## src/rtl/dispatch_ctrl.sv

```systemverilog
// Issue sequencer between the instruction decoder and the ROB/RS/LSB.
// Buffers one instruction while capacity is missing and stalls fetch across branches.
module dispatch_ctrl #(
    parameter int ROB_IDX_W   = 4,
    parameter int STALL_CNT_W = 8
) (
    input  logic                   clk,
    input  logic                   rst,
    input  logic                   rdy,
    input  logic                   dec_valid,
    input  logic [5:0]             dec_opcode,
    input  logic [6:0]             dec_ophead,
    input  logic [31:0]            dec_imm,
    input  logic [4:0]             dec_rs1,
    input  logic [4:0]             dec_rs2,
    input  logic [4:0]             dec_rd,
    input  logic                   rob_full,
    input  logic                   rs_full,
    input  logic                   lsb_full,
    input  logic                   br_resolve,
    input  logic                   flush,
    output logic                   if_stall,
    output logic                   iss_valid,
    output logic                   iss_to_rs,
    output logic                   iss_to_lsb,
    output logic [5:0]             iss_opcode,
    output logic [31:0]            iss_imm,
    output logic [4:0]             iss_rs1,
    output logic [4:0]             iss_rs2,
    output logic [4:0]             iss_rd,
    output logic [ROB_IDX_W-1:0]   iss_rob_idx,
    output logic [STALL_CNT_W-1:0] stall_cycles
);

    typedef enum logic [1:0] {
        ST_IDLE    = 2'd0,
        ST_HOLD    = 2'd1,
        ST_BR_WAIT = 2'd2
    } state_t;

    // Returns {to_rs, to_lsb}; load/store go to the LSB, LUI/AUIPC/JAL and illegal ops only need a ROB slot.
    function automatic logic [1:0] route_f(input logic [6:0] ophead, input logic [5:0] opcode);
        logic [1:0] r;
        if (ophead == 7'b0000011 || ophead == 7'b0100011) begin
            r = 2'b01;
        end else if (ophead == 7'b0110111 || ophead == 7'b0010111 ||
                     ophead == 7'b1101111 || opcode == 6'd0) begin
            r = 2'b00;
        end else begin
            r = 2'b10;
        end
        return r;
    endfunction

    function automatic logic is_branch_f(input logic [6:0] ophead);
        return (ophead == 7'b1100011) || (ophead == 7'b1100111);
    endfunction

    state_t                 state_r;
    logic [5:0]             buf_opcode_r;
    logic [31:0]            buf_imm_r;
    logic [4:0]             buf_rs1_r;
    logic [4:0]             buf_rs2_r;
    logic [4:0]             buf_rd_r;
    logic                   buf_to_rs_r;
    logic                   buf_to_lsb_r;
    logic                   buf_is_br_r;
    logic [ROB_IDX_W-1:0]   rob_cnt_r;
    logic [STALL_CNT_W-1:0] stall_cnt_r;

    logic                   iss_valid_r;
    logic                   iss_to_rs_r;
    logic                   iss_to_lsb_r;
    logic [5:0]             iss_opcode_r;
    logic [31:0]            iss_imm_r;
    logic [4:0]             iss_rs1_r;
    logic [4:0]             iss_rs2_r;
    logic [4:0]             iss_rd_r;
    logic [ROB_IDX_W-1:0]   iss_rob_idx_r;

    logic                   if_stall_s;
    logic                   accept_s;
    logic                   dec_to_rs_s;
    logic                   dec_to_lsb_s;
    logic                   sel_to_rs_s;
    logic                   sel_to_lsb_s;
    logic                   sel_is_br_s;
    logic [5:0]             sel_opcode_s;
    logic [31:0]            sel_imm_s;
    logic [4:0]             sel_rs1_s;
    logic [4:0]             sel_rs2_s;
    logic [4:0]             sel_rd_s;
    logic                   sel_free_s;
    logic                   issue_s;
    logic                   capture_s;

    // Fetch stall is a pure decode of the state register.
    always_comb begin
        if_stall_s = (state_r != ST_IDLE);
    end

    // Candidate instruction (buffer while holding, else decoder), its routing and issue/capture decision.
    always_comb begin
        {dec_to_rs_s, dec_to_lsb_s} = route_f(dec_ophead, dec_opcode);
        accept_s = dec_valid && !if_stall_s && rdy;
        if (state_r == ST_HOLD) begin
            sel_to_rs_s  = buf_to_rs_r;
            sel_to_lsb_s = buf_to_lsb_r;
            sel_is_br_s  = buf_is_br_r;
            sel_opcode_s = buf_opcode_r;
            sel_imm_s    = buf_imm_r;
            sel_rs1_s    = buf_rs1_r;
            sel_rs2_s    = buf_rs2_r;
            sel_rd_s     = buf_rd_r;
        end else begin
            sel_to_rs_s  = dec_to_rs_s;
            sel_to_lsb_s = dec_to_lsb_s;
            sel_is_br_s  = is_branch_f(dec_ophead);
            sel_opcode_s = dec_opcode;
            sel_imm_s    = dec_imm;
            sel_rs1_s    = dec_rs1;
            sel_rs2_s    = dec_rs2;
            sel_rd_s     = dec_rd;
        end
        sel_free_s = !rob_full && !(sel_to_rs_s && rs_full) && !(sel_to_lsb_s && lsb_full);
        if (rdy && !flush) begin
            issue_s   = ((state_r == ST_IDLE) && accept_s && sel_free_s) ||
                        ((state_r == ST_HOLD) && sel_free_s);
            capture_s = (state_r == ST_IDLE) && accept_s && !sel_free_s;
        end else begin
            issue_s   = 1'b0;
            capture_s = 1'b0;
        end
    end

    // Dispatch FSM with the buffer, ROB index counter, stall counter and registered issue outputs.
    always_ff @(posedge clk or negedge rst) begin
        if (!rst) begin
            state_r       <= ST_IDLE;
            buf_opcode_r  <= 6'd0;
            buf_imm_r     <= 32'd0;
            buf_rs1_r     <= 5'd0;
            buf_rs2_r     <= 5'd0;
            buf_rd_r      <= 5'd0;
            buf_to_rs_r   <= 1'b0;
            buf_to_lsb_r  <= 1'b0;
            buf_is_br_r   <= 1'b0;
            rob_cnt_r     <= '0;
            stall_cnt_r   <= '0;
            iss_valid_r   <= 1'b0;
            iss_to_rs_r   <= 1'b0;
            iss_to_lsb_r  <= 1'b0;
            iss_opcode_r  <= 6'd0;
            iss_imm_r     <= 32'd0;
            iss_rs1_r     <= 5'd0;
            iss_rs2_r     <= 5'd0;
            iss_rd_r      <= 5'd0;
            iss_rob_idx_r <= '0;
        end else if (!rdy) begin
            iss_valid_r <= 1'b0;
        end else begin
            iss_valid_r <= issue_s;
            // Every enabled cycle spent in HOLD is counted, including one cut short by flush.
            if (state_r == ST_HOLD && stall_cnt_r != {STALL_CNT_W{1'b1}}) begin
                stall_cnt_r <= stall_cnt_r + STALL_CNT_W'(1);
            end
            if (flush) begin
                state_r       <= ST_IDLE;
                rob_cnt_r     <= '0;
                iss_rob_idx_r <= '0;
            end else if (issue_s) begin
                iss_to_rs_r   <= sel_to_rs_s;
                iss_to_lsb_r  <= sel_to_lsb_s;
                iss_opcode_r  <= sel_opcode_s;
                iss_imm_r     <= sel_imm_s;
                iss_rs1_r     <= sel_rs1_s;
                iss_rs2_r     <= sel_rs2_s;
                iss_rd_r      <= sel_rd_s;
                iss_rob_idx_r <= rob_cnt_r;
                rob_cnt_r     <= rob_cnt_r + ROB_IDX_W'(1);
                state_r       <= sel_is_br_s ? ST_BR_WAIT : ST_IDLE;
            end else if (capture_s) begin
                buf_opcode_r <= dec_opcode;
                buf_imm_r    <= dec_imm;
                buf_rs1_r    <= dec_rs1;
                buf_rs2_r    <= dec_rs2;
                buf_rd_r     <= dec_rd;
                buf_to_rs_r  <= dec_to_rs_s;
                buf_to_lsb_r <= dec_to_lsb_s;
                buf_is_br_r  <= is_branch_f(dec_ophead);
                state_r      <= ST_HOLD;
            end else begin
                case (state_r)
                    ST_IDLE:    state_r <= ST_IDLE;
                    ST_HOLD:    state_r <= ST_HOLD;
                    ST_BR_WAIT: state_r <= br_resolve ? ST_IDLE : ST_BR_WAIT;
                    default:    state_r <= ST_IDLE;
                endcase
            end
        end
    end

    assign if_stall     = if_stall_s;
    assign iss_valid    = iss_valid_r;
    assign iss_to_rs    = iss_to_rs_r;
    assign iss_to_lsb   = iss_to_lsb_r;
    assign iss_opcode   = iss_opcode_r;
    assign iss_imm      = iss_imm_r;
    assign iss_rs1      = iss_rs1_r;
    assign iss_rs2      = iss_rs2_r;
    assign iss_rd       = iss_rd_r;
    assign iss_rob_idx  = iss_rob_idx_r;
    assign stall_cycles = stall_cnt_r;

endmodule

```

## config.mk

```make
export PLATFORM = sky130hd
export DESIGN_NAME = dispatch_ctrl
export DESIGN_NICKNAME = d
export VERILOG_FILES = /design/src/rtl/dispatch_ctrl.sv
export SDC_FILE = /design/constraint.sdc
export NUM_CORES = 1
export LEC_CHECK = 0
export ABC_AREA = 0
export BUFFER_PORTS_ARGS = -buffer_cell sky130_fd_sc_hd__buf_2
export CAP_MARGIN = 20
export CORE_MARGIN = 2
export CORE_UTILIZATION = 50
export CTS_BUF_LIST = sky130_fd_sc_hd__clkbuf_4 sky130_fd_sc_hd__clkbuf_8
export DETAILED_ROUTE_END_ITERATION = 12
export GPL_ROUTABILITY_DRIVEN = 0
export PLACE_DENSITY = 0.77
export SLEW_MARGIN = 0
export SYNTH_ARGS = -nofsm -noshare
export SYNTH_HDL_FRONTEND = slang
export SYNTH_SLANG_ARGS = --single-unit
```

## constraint.sdc

```tcl
create_clock -name clk -period 2.6 [get_ports clk]
set_clock_uncertainty 0.1 [all_clocks]
set_input_delay 0.26 -clock clk [delete_from_list [all_inputs] [get_ports clk]]
set_output_delay 0.26 -clock clk [all_outputs]
set_load 0.05 [all_outputs]
```

---- Word level (Yosys, flattened, before mapping) ----
Index checks and enable logic that the tools add are counted.
word-level totals
  input port bits ......................... 69
  word-level logic and storage cells ...... 89
  output and inout port bits .............. 69
  register bits ........................... 130
cells by class
  mux-type cells .......................... 23
  $add $sub $neg .......................... 2
  reductions and logical operators ........ 32
  bitwise logic cells ..................... 2
  equality and inequality tests ........... 10
operators with widths
  operator               number
  $mux W32               1
  $eq A7 B7 Y1 const B   3
  $mux W4                4
  $mux W5                3
  $eq A7 B6 Y1 const B   2
  $mux W2                7
  $logic_and A1 B1 Y1    12
  $add A8 B1 Y8 const B  1
  $ne A8 B8 Y1 const B   1
  $eq A7 B2 Y1 const B   1
  $eq A7 B5 Y1 const B   1
  $logic_not A1 Y1       6
  $logic_not A6 Y1       1
  $logic_or A1 B1 Y1     6
  $mux W1                6
  $mux W6                1
  $add A4 B1 Y4 const B  1
  $pmux W2 S2            1
  $reduce_and A2 Y1      2
  $reduce_and A4 Y1      1
  $reduce_bool A2 Y1     2
  $reduce_and A3 Y1      1
  $eq A2 B1 Y1 const B   1
  $eq A2 B2 Y1 const B   1
  other kinds (2)        3

---- Longest topological paths before layout ----
  word-level depth ........................ 17
  mapped depth ............................ 11
  mapped depth without buffers ............ 7

---- Worst setup path before layout ----
No wires, ideal clock.
  path kind ............................... register to register
  start ................................... register state_r[0]
  end ..................................... register buf_imm_r[0]
  period minus slack after synthesis ...... 2.372 ns
  data arrival time ....................... 2.147 ns
  cell stages (with the launch flop) ...... 9
  setup time .............................. 0.125 ns
  path slack .............................. 0.228 ns
  path buffers ............................ 3
  data required time ...................... 2.375 ns
  path through ............................ dfrtp_1 ha_1 buf_2 nand2b_1 a2111o_2 a21oi_2 buf_6 buf_12 mux2_4
between the ends
  cells in the longest elaborated chain, start to end .. 11
  elaborated cells between the ends (all ways) .. 24
  classes of those cells .................. eq/ne: 1; mux: 4; bitwise: 1; reduce/logical: 18
RTL lines
  what                                    RTL line  RTL
  from (decl)                             59        state_t state_r;
  from (signal assigned)                  181       state_r <= sel_is_br_s ? ST_BR_WAIT : ST_IDLE;
  from (signal assigned)                  196       ST_BR_WAIT: state_r <= br_resolve ? ST_IDLE : ST_BR_WAIT;
  $eq A2 B1 Y1                            106, 128
  $mux W1                                 106       if (state_r == ST_HOLD) begin
  $logic_and A1 B1 Y1                     125       sel_free_s = !rob_full && !(sel_to_rs_s && rs_full) && !(sel_to_lsb_s && lsb_full);
  $logic_not A1 Y1                        125
  $logic_and A1 B1 Y1 (2 in series)       125
  $logic_and A1 B1 Y1 (on tied branches)  127, 128
  $logic_or A1 B1 Y1                      127       issue_s = ((state_r == ST_IDLE) && accept_s && sel_free_s) ||
  $mux W1                                 126       if (rdy && !flush) begin
  $not A1 Y1 (no line)                    --
  $reduce_and A4 Y1 (no line) *           --
  to (signal assigned)                    184       buf_imm_r <= dec_imm;
  to (decl)                               61        logic [31:0] buf_imm_r;
Every way passes the cells marked *; elsewhere a longest branch is shown, timed or not.
A chain may end at the register's enable or synchronous reset.

---- Worst setup path in the final report ----
  start ................................... register state_r[1]
  end ..................................... register buf_opcode_r[4]
between the ends
  cells in the longest elaborated chain, start to end .. 11
  elaborated cells between the ends (all ways) .. 24
  classes of those cells .................. eq/ne: 1; mux: 4; bitwise: 1; reduce/logical: 18
RTL lines
  what                                    RTL line  RTL
  $eq A2 B1 Y1                            106, 128
  $mux W1                                 106
  $logic_and A1 B1 Y1                     125
  $logic_not A1 Y1                        125
  $logic_and A1 B1 Y1 (2 in series)       125
  $logic_and A1 B1 Y1 (on tied branches)  127, 128
  $logic_or A1 B1 Y1                      127
  $mux W1                                 126
  $not A1 Y1 (no line)                    --
  $reduce_and A4 Y1 (no line) *           --
  to (signal assigned)                    183       buf_opcode_r <= dec_opcode;
  to (decl)                               60        logic [5:0] buf_opcode_r;
Marks and branches as above.

==> results.toml <==
[routing]
routed_via_density = 5.59
wl_met2_mm = 7.29
drt_iter0_drc = 317
num_vias = 4598
wl_mm = 14.7
route.met3.wl_um = 664
wl_met1_mm = 6.36
routedWlPerCell_um = 17.9
top_layer = "met4"
drtPass1Iterations = 4
drc = 0
final_antenna_net_count = 0

[min_path]
min_path_cells = 2
min_to = "state_r[1]"
min_from = "rdy"
hold_path.class = "in2reg"

[cells_and_area]
syn_to_final_growth_pct = 29.7
multi_input_area_um2 = 2560
fill_cells = 894
final_area_um2 = 7850
seqCellArea_um2 = 3250
antenna_cells = 0
instances_no_fill = 823
fin_nets = 737
final_layout_size_suffix_gt1_frac = 0.371

[floorplanning]
fp.coreArea_um2 = 11900
die_h_um = 114
die_w_um = 114
boundaryPins = 138
placementRows = 40
initial_core_util = 0.508
fp.dieArea_um2 = 13000

[clocking]
clk_latency_ns = 0.43
cts_setup_buffers = 0
clock-sinks = 130
cts_tree = "built"
cts_buffers = 17
path_clk_slew_ns = 0.07
cts_buffer_depth = 2
htreeDepth = 4
cts_root_buf = "clkbuf_8"

[yosys]
seq_area_frac_synth = 0.537
ys_ff_latch = 130
synthArstFlopShare = 1.00
ys_dominant_reg_cell = "dfrtp_1"
synth.avg_cell_area_um2 = 12.8
ys_types = 41
synthesis.nets = 546
synth_top_area_share = 0.537
synth.most_common_cell = "dfrtp_1"
netlist_area_um2 = 6060
synth_area_leaders = "dfrtp_1 54%, mux2_4 9.7%, a21oi_1 9.2%"
synth.largest_area_cell = "dfrtp_1"
syn_inst = 472
yosys_warnings = 0
yosys-top-cells-count = "130 x dfrtp_1, 111 x a21oi_1, 55 x mux2i_1"
synth_edf_count = 0

[timing]
slew_headroom = 0.475
timing.hold.ws_ns = 0.0665
rsz0062_at_grt = "false"
finalSetupTns_ns = 0
tightest_slew_ns = 0.784
timing.fmax_mhz = 393
finalSetupViolCount = 0
maxSlewViolCount = 0
period_share = 0.978
hold_violations = 0
fin_crit_ns = 2.54

[setup_path]
worstRegToRegCells = 7
reg2reg_from = "state_r[1]"
reg2reg_to = "buf_opcode_r[4]"
start_kind = "flop"
r2r_slack_ns = 0.06
worstSetupPathType = "reg2reg"
critPathCaptureType = "flop"
crit_required_ns = 2.82
arrival_ns = 2.76
worst-path-max-fanout = 37

[status]
status = "complete, no violations"

[place]
place_area_um2 = 6850
port-buffer-count = 137
dp_cells = 736
dpl.hpwl_mm = 9.18

[pwr]
peakVddDrop_mv = 0.765
p_leak_nw = 3.56
powerDensity_nw_per_um2 = 970
power.total_w = 0.00762

[global_routing]
grtUsageTotal = 0.237
antenna_found_initial = 0
overflow = 0
grt_max_degree = 69
grt_pass1_vias = 4892
grt_pass1_wl_mm = 24.0

[run]
max_cap_viol_count = 0
## how the worst max path moves through the flow
stage,start,end,slack (ns),cells past startpoint
6_report,state_r[1],buf_opcode_r[4],0.06,7
5_1_grt,state_r[1],iss_rd[0],0.005,7
4_1_cts,state_r[1],stall_cycles[7],0.04,7
3_5_place_dp,state_r[1],stall_cycles[7],0.03,7
3_3_place_gp,state_r[1],stall_cycles[5],0.20,7
2_1_floorplan,state_r[0],buf_imm_r[0],0.23,8
## repair_timing
item | 4_1_cts | 5_1_grt
resized for setup | 0 | 1
endpoints found under the hold margin | 89 | 0
setup endpoints to repair | 0 | 2
hold buffers | 55 | 0
## layout by cell type (no fill, tap or decap), types with 2 or more instances in the layout
master | netlist | layout
buf_2 | 6 | 136
dfrtp_1 | 130 | 130
a21oi_1 | 111 | 111
mux2i_1 | 55 | 55
dlygate4sd3_1 | 0 | 55
mux2_4 | 39 | 39
mux2_2 | 21 | 21
clkbuf_8 | 0 | 20
nand2_1 | 9 | 9
buf_4 | 0 | 9
nor2_1 | 7 | 7
nand3_1 | 7 | 7
nor2b_1 | 7 | 7
a221o_1 | 6 | 6
inv_1 | 5 | 5
nand4_1 | 4 | 4
xor2_1 | 4 | 4
ha_1 | 5 | 4
bufinv_16 | 0 | 4
buf_12 | 4 | 4
nand2b_1 | 3 | 3
a211oi_1 | 3 | 3
xnor2_1 | 3 | 3
clkbuf_4 | 0 | 3
clkinvlp_4 | 0 | 3
clkinv_2 | 0 | 2
## cell families after synthesis
logic type | Yosys count | share of synthesized area
AO/OA/AOI/OAI | 131 | 0.123
flip-flops | 130 | 0.537
multiplexers | 115 | 0.227
AND/OR/NAND/NOR | 46 | 0.0473
buffers and inverters | 38 | 0.0455
XOR/XNOR | 7 | 0.0101
adder cells (fa/ha/maj) | 5 | 0.0103
## metal layers
layer,vias to the layer above,global-route usage
li1,2105,-
met1,2308,0.297
met2,149,0.392
met3,36,0.0614
met4,0,0.101
met5,-,0
## critical path: stages, from the launching register on
cell	delay, ns
dfrtp_1	0.36
inv_1	0.10
ha_4	0.20
nor4b_1	0.43
a211oi_1	0.27
a21oi_4	0.27
buf_12	0.28
mux2_2	0.39
## where the power goes
part           switching (W)  internal, W  leakage, nW
registers           0.000358      0.00260         1.55
logic                0.00186     0.000880         1.78
clock network       0.000771      0.00115        0.222
## per-stage QoR
step	utilization	setup slack (ns)
2_1_floorplan	-	0.228
3_3_place_gp	0.575	0.197
6_report	0.659	0.0575
4_1_cts	0.659	0.0374
3_5_place_dp	0.575	0.0335
5_1_grt	0.659	0.00544
## sequential cells by signal (all words and copies together) (netlist names)
register and cells:
buf_rd_r 5, iss_rd 5, iss_opcode 6, iss_to_lsb 1
stall_cycles 8, buf_imm_r 32, state_r 2, buf_rs2_r 5
buf_to_lsb_r 1, iss_rs1 5, iss_to_rs 1, iss_valid 1
iss_imm 32, iss_rob_idx 4, buf_opcode_r 6, buf_rs1_r 5
buf_to_rs_r 1, rob_cnt_r 4, buf_is_br_r 1, iss_rs2 5
## area by class of cell
class | instances | area share
Multi-Input combinational cell | 304 | 0.326
Tap cell | 147 | 0.0234
Sequential cell | 130 | 0.414
Inverter | 5 | 0.00239
Clock inverter | 9 | 0.0194
Timing Repair Buffer | 205 | 0.177
Clock buffer | 23 | 0.0379
Power figures use the tool's default switching activity.
